<file path="config.mk">
export PLATFORM = sky130hd
export DESIGN_NAME = mem_port_arbiter
export DESIGN_NICKNAME = d
export VERILOG_FILES = /design/src/rtl/mem_port_arbiter.sv
export SDC_FILE = /design/constraint.sdc
export NUM_CORES = 1
export LEC_CHECK = 0
export BUFFER_PORTS_ARGS = -buffer_cell sky130_fd_sc_hd__buf_4
export CAP_MARGIN = 0
export CORE_MARGIN = 2
export CORE_UTILIZATION = 23
export CTS_BUF_LIST = sky130_fd_sc_hd__clkbuf_4
export DETAILED_ROUTE_END_ITERATION = 8
export PLACE_DENSITY = 0.44
export SKIP_CTS_REPAIR_TIMING = 1
export SLEW_MARGIN = 20
export SYNTH_ARGS = -nofsm -noshare
export SYNTH_HDL_FRONTEND = slang
export SYNTH_SLANG_ARGS = --single-unit
export TNS_END_PERCENT = 50
</file>
<file path="constraint.sdc">
create_clock -name clk -period 2 [get_ports clk]
set_input_delay 0.1 -clock clk [delete_from_list [all_inputs] [get_ports clk]]
set_output_delay 0.1 -clock clk [all_outputs]
set_load 0.01 [all_outputs]
</file>
<file path="src/rtl/mem_port_arbiter.sv">
// mem_port_arbiter: shares one single-port unified memory between the CPU and a DMA/loader
// master. One request is latched at a time and walked through IDLE -> ACCESS -> DONE, so each
// access takes three cycles and ends with a one-cycle ack to its owner. CPU wins ties unless it
// has already taken STARVE_MAX grants in a row while DMA was waiting.
// Optional feature: define MEM_ARB_PROTECT_EN to block DMA writes into the instruction region
// (word index < INST_WORDS); blocked writes still complete, with dma_err pulsed alongside dma_ack.
module mem_port_arbiter #(
  parameter int RAM_SIZE_BIT = 8,
  parameter int INST_WORDS   = 32,
  parameter int STARVE_MAX   = 4
) (
  input  logic        clk,
  input  logic        reset,
  input  logic        cpu_req,
  input  logic        cpu_we,
  input  logic [31:0] cpu_addr,
  input  logic [31:0] cpu_wdata,
  output logic        cpu_ack,
  output logic [31:0] cpu_rdata,
  input  logic        dma_req,
  input  logic        dma_we,
  input  logic [31:0] dma_addr,
  input  logic [31:0] dma_wdata,
  output logic        dma_ack,
  output logic [31:0] dma_rdata,
  output logic        dma_err,
  output logic [31:0] mem_addr,
  output logic [31:0] mem_wdata,
  output logic        mem_read,
  output logic        mem_write,
  input  logic [31:0] mem_rdata,
  output logic        busy
);

  localparam int SW = $clog2(STARVE_MAX + 1);
  localparam logic [SW-1:0] STARVE_W = SW'(STARVE_MAX);

  typedef enum logic [1:0] {
    ST_IDLE   = 2'd0,
    ST_ACCESS = 2'd1,
    ST_DONE   = 2'd2
  } state_t;

  state_t         state_q, state_d;
  logic [SW-1:0]  streak_q, streak_d;
  logic           own_dma_q, own_dma_d;
  logic           we_q, we_d;
  logic           blocked_q, blocked_d;
  logic [31:0]    addr_q, addr_d;
  logic [31:0]    wdata_q, wdata_d;
  logic [31:0]    cpu_rdata_q, cpu_rdata_d;
  logic [31:0]    dma_rdata_q, dma_rdata_d;
  logic           grant_dma_s;
  logic           protect_hit_s;

`ifdef MEM_ARB_PROTECT_EN
  localparam logic [31:0] INST_WORDS_W = 32'(INST_WORDS);
  logic [RAM_SIZE_BIT-1:0] dma_widx_s;
  assign dma_widx_s    = dma_addr[RAM_SIZE_BIT+1:2];
  // A DMA address hits protection when its word index lands in the instruction region.
  assign protect_hit_s = ({{(32-RAM_SIZE_BIT){1'b0}}, dma_widx_s} < INST_WORDS_W);
`else
  assign protect_hit_s = 1'b0;
`endif

  // State register plus latched request and per-master read data.
  always_ff @(posedge clk or negedge reset) begin
    if (!reset) begin
      state_q     <= ST_IDLE;
      streak_q    <= '0;
      own_dma_q   <= 1'b0;
      we_q        <= 1'b0;
      blocked_q   <= 1'b0;
      addr_q      <= 32'd0;
      wdata_q     <= 32'd0;
      cpu_rdata_q <= 32'd0;
      dma_rdata_q <= 32'd0;
    end else begin
      state_q     <= state_d;
      streak_q    <= streak_d;
      own_dma_q   <= own_dma_d;
      we_q        <= we_d;
      blocked_q   <= blocked_d;
      addr_q      <= addr_d;
      wdata_q     <= wdata_d;
      cpu_rdata_q <= cpu_rdata_d;
      dma_rdata_q <= dma_rdata_d;
    end
  end

  // Next-state: arbitration and request latching in IDLE, read capture at the end of ACCESS.
  always_comb begin
    state_d     = state_q;
    streak_d    = streak_q;
    own_dma_d   = own_dma_q;
    we_d        = we_q;
    blocked_d   = blocked_q;
    addr_d      = addr_q;
    wdata_d     = wdata_q;
    cpu_rdata_d = cpu_rdata_q;
    dma_rdata_d = dma_rdata_q;
    grant_dma_s = 1'b0;
    case (state_q)
      ST_IDLE: begin
        if (cpu_req || dma_req) begin
          // DMA wins alone, or when the CPU streak has reached its limit.
          grant_dma_s = dma_req && (!cpu_req || (streak_q == STARVE_W));
          own_dma_d   = grant_dma_s;
          we_d        = grant_dma_s ? dma_we    : cpu_we;
          addr_d      = grant_dma_s ? dma_addr  : cpu_addr;
          wdata_d     = grant_dma_s ? dma_wdata : cpu_wdata;
          blocked_d   = grant_dma_s && dma_we && protect_hit_s;
          state_d     = ST_ACCESS;
        end else begin
          state_d = ST_IDLE;
        end
        // Streak counts CPU grants made while DMA waits; any idle-without-DMA clears it.
        if (grant_dma_s || !dma_req) begin
          streak_d = '0;
        end else if (cpu_req && (streak_q != STARVE_W)) begin
          streak_d = streak_q + SW'(1);
        end else begin
          streak_d = streak_q;
        end
      end
      ST_ACCESS: begin
        if (!we_q) begin
          if (own_dma_q) begin
            dma_rdata_d = mem_rdata;
          end else begin
            cpu_rdata_d = mem_rdata;
          end
        end else begin
          cpu_rdata_d = cpu_rdata_q;
        end
        state_d = ST_DONE;
      end
      ST_DONE: begin
        state_d = ST_IDLE;
      end
      default: begin
        state_d = ST_IDLE;
      end
    endcase
  end

  // Memory strobes decode from the state register only, so a reset drops them at once.
  always_comb begin
    mem_addr  = 32'd0;
    mem_wdata = 32'd0;
    mem_read  = 1'b0;
    mem_write = 1'b0;
    if (state_q == ST_ACCESS) begin
      mem_addr  = addr_q;
      mem_wdata = wdata_q;
      mem_read  = !we_q && !blocked_q;
      mem_write = we_q && !blocked_q;
    end else begin
      mem_addr  = 32'd0;
    end
  end

  assign cpu_ack   = (state_q == ST_DONE) && !own_dma_q;
  assign dma_ack   = (state_q == ST_DONE) && own_dma_q;
`ifdef MEM_ARB_PROTECT_EN
  assign dma_err   = (state_q == ST_DONE) && own_dma_q && blocked_q;
`else
  assign dma_err   = 1'b0;
`endif
  assign cpu_rdata = cpu_rdata_q;
  assign dma_rdata = dma_rdata_q;
  assign busy      = (state_q != ST_IDLE);

endmodule

</file>
==> impl_metrics.csv <==
group,metric,value,unit
sta,skew,31.9,ps
critical_path,worst-path-buf-inv,3,
cells_and_area,final_area,11300,µm²
place,gp_congestion,0.743,
cells_and_area,area_growth,70.5,%
yosys,synth_area,6610,µm²
drt,viasPerCell,4.69,
cells_and_area,nNetsFinal,1227,
sta,rsz0062_at_grt,"false",
clock_network,cts_tree,"built",
place,place_hpwl,16600,µm
die,floorplan.initialDensity,0.232,
grt,grt_pass1_wl,38500,µm
sta,clock.fmax,541,MHz
die,core_area,28500,µm²
cells_and_area,drive_gt1_frac,0.399,
place,numPortBuffers,298,
critical_path,crit_family,"flip-flops",
cells_and_area,multi_input_area,2880,µm²
grt,grtUsageTotal,0.165,
critical_path,path_cells,"nand2b_4 > inv_6 > buf_12 > and2_1 > buf_4",
grt,grt_pass1_vias,6428,
place,dpl_cell_area,9270,µm²
hold_path,hold_path_end,"state_q[0]",
yosys,synthDominantCellAreaShare,0.511,
sta,period_needed,1850,ps
power,p_leak,4.93,nW
clock_network,clockBufferDepth,2,
drt,drt.antenna.violating_nets,0,
power,switching_share,0.389,
sta,hold_violations,0,
yosys,synth.distinct_cells,33,
grt,antenna_found_initial,1,
power,peakVddDrop,0.000552,V
clock_network,clock-sinks,135,
power,p_seq_frac,0.340,
yosys,ys.warnings.count,0,
yosys,syn_area_per_cell,10.6,µm²
clock_network,clk_latency,540,ps
clock_network,htree_levels,4,
clock_network,root_buffer,"clkbuf_4",
sta,worst_pin_slew,817,ps
power,power_density,1230,nW/µm²
sta,setup_violations,0,
yosys,yosysSeqAreaShare,0.511,
yosys,synth_area_leaders,"dfrtp_1, mux2_2, o211ai_1",
die,dieArea,30100,µm²
critical_path,cp-end-kind,"output pin",
drt,wl_per_cell,18.1,µm
yosys,syn_inst,626,
clock_network,path_clk_slew,140,ps
clock_network,cts_buffers,17,
sta,tns,0,ps
sta,finalWorstSetupSlack,153,ps
drt,drt-pass1-iter-count,4,
critical_path,rr_worst_depth,6,
hold_path,hold_path_depth,3,
cells_and_area,fillers,2880,
critical_path,critPathKind,"flip-flop to output pin",
critical_path,arrival,1750,ps
critical_path,cp_slowest_cell,"dfrtp_1",
sta,period_share,0.923,
drt,drtIter0Drc,343,
outcome,status,"finished clean",
job,drv_cap,0,
drt,route.detailed.drc,0,
die,num_rows,62,
hold_path,hold_start,"cpu_req",
yosys,yosysTopAreaCell,"dfrtp_1",
critical_path,worstReg2RegStart,"streak_q[0]",
die,die_y,173,µm
power,power.internal,8.49,mW
die,num_io_pins,300,
grt,grt_max_degree,69,
yosys,ys_ff_latch,135,
cells_and_area,utilization,0.396,
critical_path,required,1900,ps
critical_path,r2r_slack,240,ps
yosys,synth_nets,794,
power,power_switching,5.40,mW
power,clkPwrFrac,0.143,
critical_path,startpoint_type,"flip-flop",
sta,slew_viol_final,0,
power,p_comb_frac,0.517,
hold_path,min_path_type,"input pin to flip-flop",
drt,num_vias,6839,
cells_and_area,seqCellArea,3380,µm²
die,dieWidth,173,µm
sta,max_slew_margin,0.455,
grt,grt_overflow_total,0,
critical_path,reg2reg_to,"addr_q[13]",
critical_path,max_stage_delay,410,ps
drt,wirelength,26300,µm
critical_path,critPathMaxFanout,25,
place,pre_cts_ws,275,ps
-- registers in the layout, summed over array words and instances, names as in the netlist --
signal and flops:
wdata_q 32, state_q 2, streak_q 3, cpu_rdata 32
addr_q 32, dma_rdata 32, own_dma_q 1, we_q 1
-- synth_stat cells --
| master | number |
|---|---|
| a21bo_2 | 1 |
| a21boi_0 | 1 |
| a31oi_1 | 1 |
| and2_1 | 65 |
| and3b_1 | 1 |
| buf_1 | 5 |
| buf_2 | 24 |
| buf_4 | 4 |
| buf_6 | 3 |
| clkbuf_1 | 34 |
| clkbuf_2 | 1 |
| conb_1 | 1 |
| dfrtp_1 | 135 |
| ha_1 | 2 |
| inv_1 | 6 |
| inv_2 | 1 |
| mux2_1 | 3 |
| mux2_2 | 62 |
| nand2_1 | 2 |
| nand2b_4 | 1 |
| nand3_1 | 66 |
| nand4_1 | 66 |
| nor2_1 | 3 |
| nor2_2 | 1 |
| nor2_4 | 1 |
| nor3_4 | 1 |
| nor3b_1 | 1 |
| nor3b_4 | 1 |
| o211ai_1 | 64 |
| o21ai_0 | 66 |
| o221ai_1 | 1 |
| o22ai_1 | 1 |
| or2_2 | 1 |
-- per-stage QoR --
step           hold WS, ps  std cells  power [mW]
6_report              42.5       1459        13.9
5_1_grt               7.02       1458        15.0
4_1_cts               -571       1289        13.7
3_5_place_dp          75.2       1257        11.7
3_3_place_gp          79.3       1257        11.6
2_1_floorplan         -196        626        8.38
-- how the worst max path moves through the flow --
stage,endpoint,start,slack (ps),depth (start not counted)
finish,mem_addr[30],state_q[1],150,5
global route,busy,state_q[1],20,5
CTS,mem_wdata[4],state_q[1],-100,5
detailed placement,addr_q[13],streak_q[0],270,6
global placement,addr_q[28],streak_q[0],290,6
floorplan,addr_q[12],streak_q[0],490,7
-- cell families after synthesis --
kind of cell    after synthesis  share of synthesized area
compound gates              135                      0.129
fa+ha+maj                     2                    0.00379
buf+inv                      78                     0.0547
flops                       135                      0.511
mux                          65                      0.111
other cells                   1                   0.000568
simple gates                210                      0.190
-- placed cells by master, fill, tap and decap left out, drive strengths merged, types with 3 or more instances in the layout --
master / n
o211ai: 64
dfrtp: 135
mux2: 65
clkbuf: 18
dlygate4sd3: 163
and2: 65
buf: 321
diode: 3
nand4: 66
nor2: 5
o21ai: 66
clkinv: 3
inv: 14
clkinvlp: 3
nand3: 66
-- cell type report --
| class | instances | share of cell area |
|---|---|---|
| Antenna cell | 3 | 0.000667 |
| Clock buffer | 17 | 0.0113 |
| Clock inverter | 15 | 0.0146 |
| Inverter | 7 | 0.00278 |
| Multi-Input combinational cell | 413 | 0.256 |
| Sequential cell | 135 | 0.300 |
| Tap cell | 384 | 0.0427 |
| Timing Repair Buffer | 485 | 0.372 |
-- worst min-delay path, stage by stage --
cell,delay [ps]
buf_4,110
nor2_4,130
nor2_2,190
-- per-layer routing --
layer | global-route usage | vias to the layer above | part of all wire
li1 | - | 3186 | -
met1 | 0.225 | 3333 | 0.44
met2 | 0.245 | 293 | 0.47
met3 | 0.0625 | 27 | 0.076
met4 | 0.0417 | 0 | 0.014
met5 | 0 | - | 0
-- power groups by stage --
stage / sequential [mW] / clock, mW / combinational (mW)
after floorplan: 4.98 / 0 / 3.40
after global placement: 4.78 / 0 / 6.81
after detailed placement: 4.82 / 0 / 6.84
after CTS: 4.75 / 2.10 / 6.85
after global routing: 4.92 / 2.22 / 7.81
final: 4.73 / 1.98 / 7.18
No activity file was read; power rests on OpenSTA's default activity.
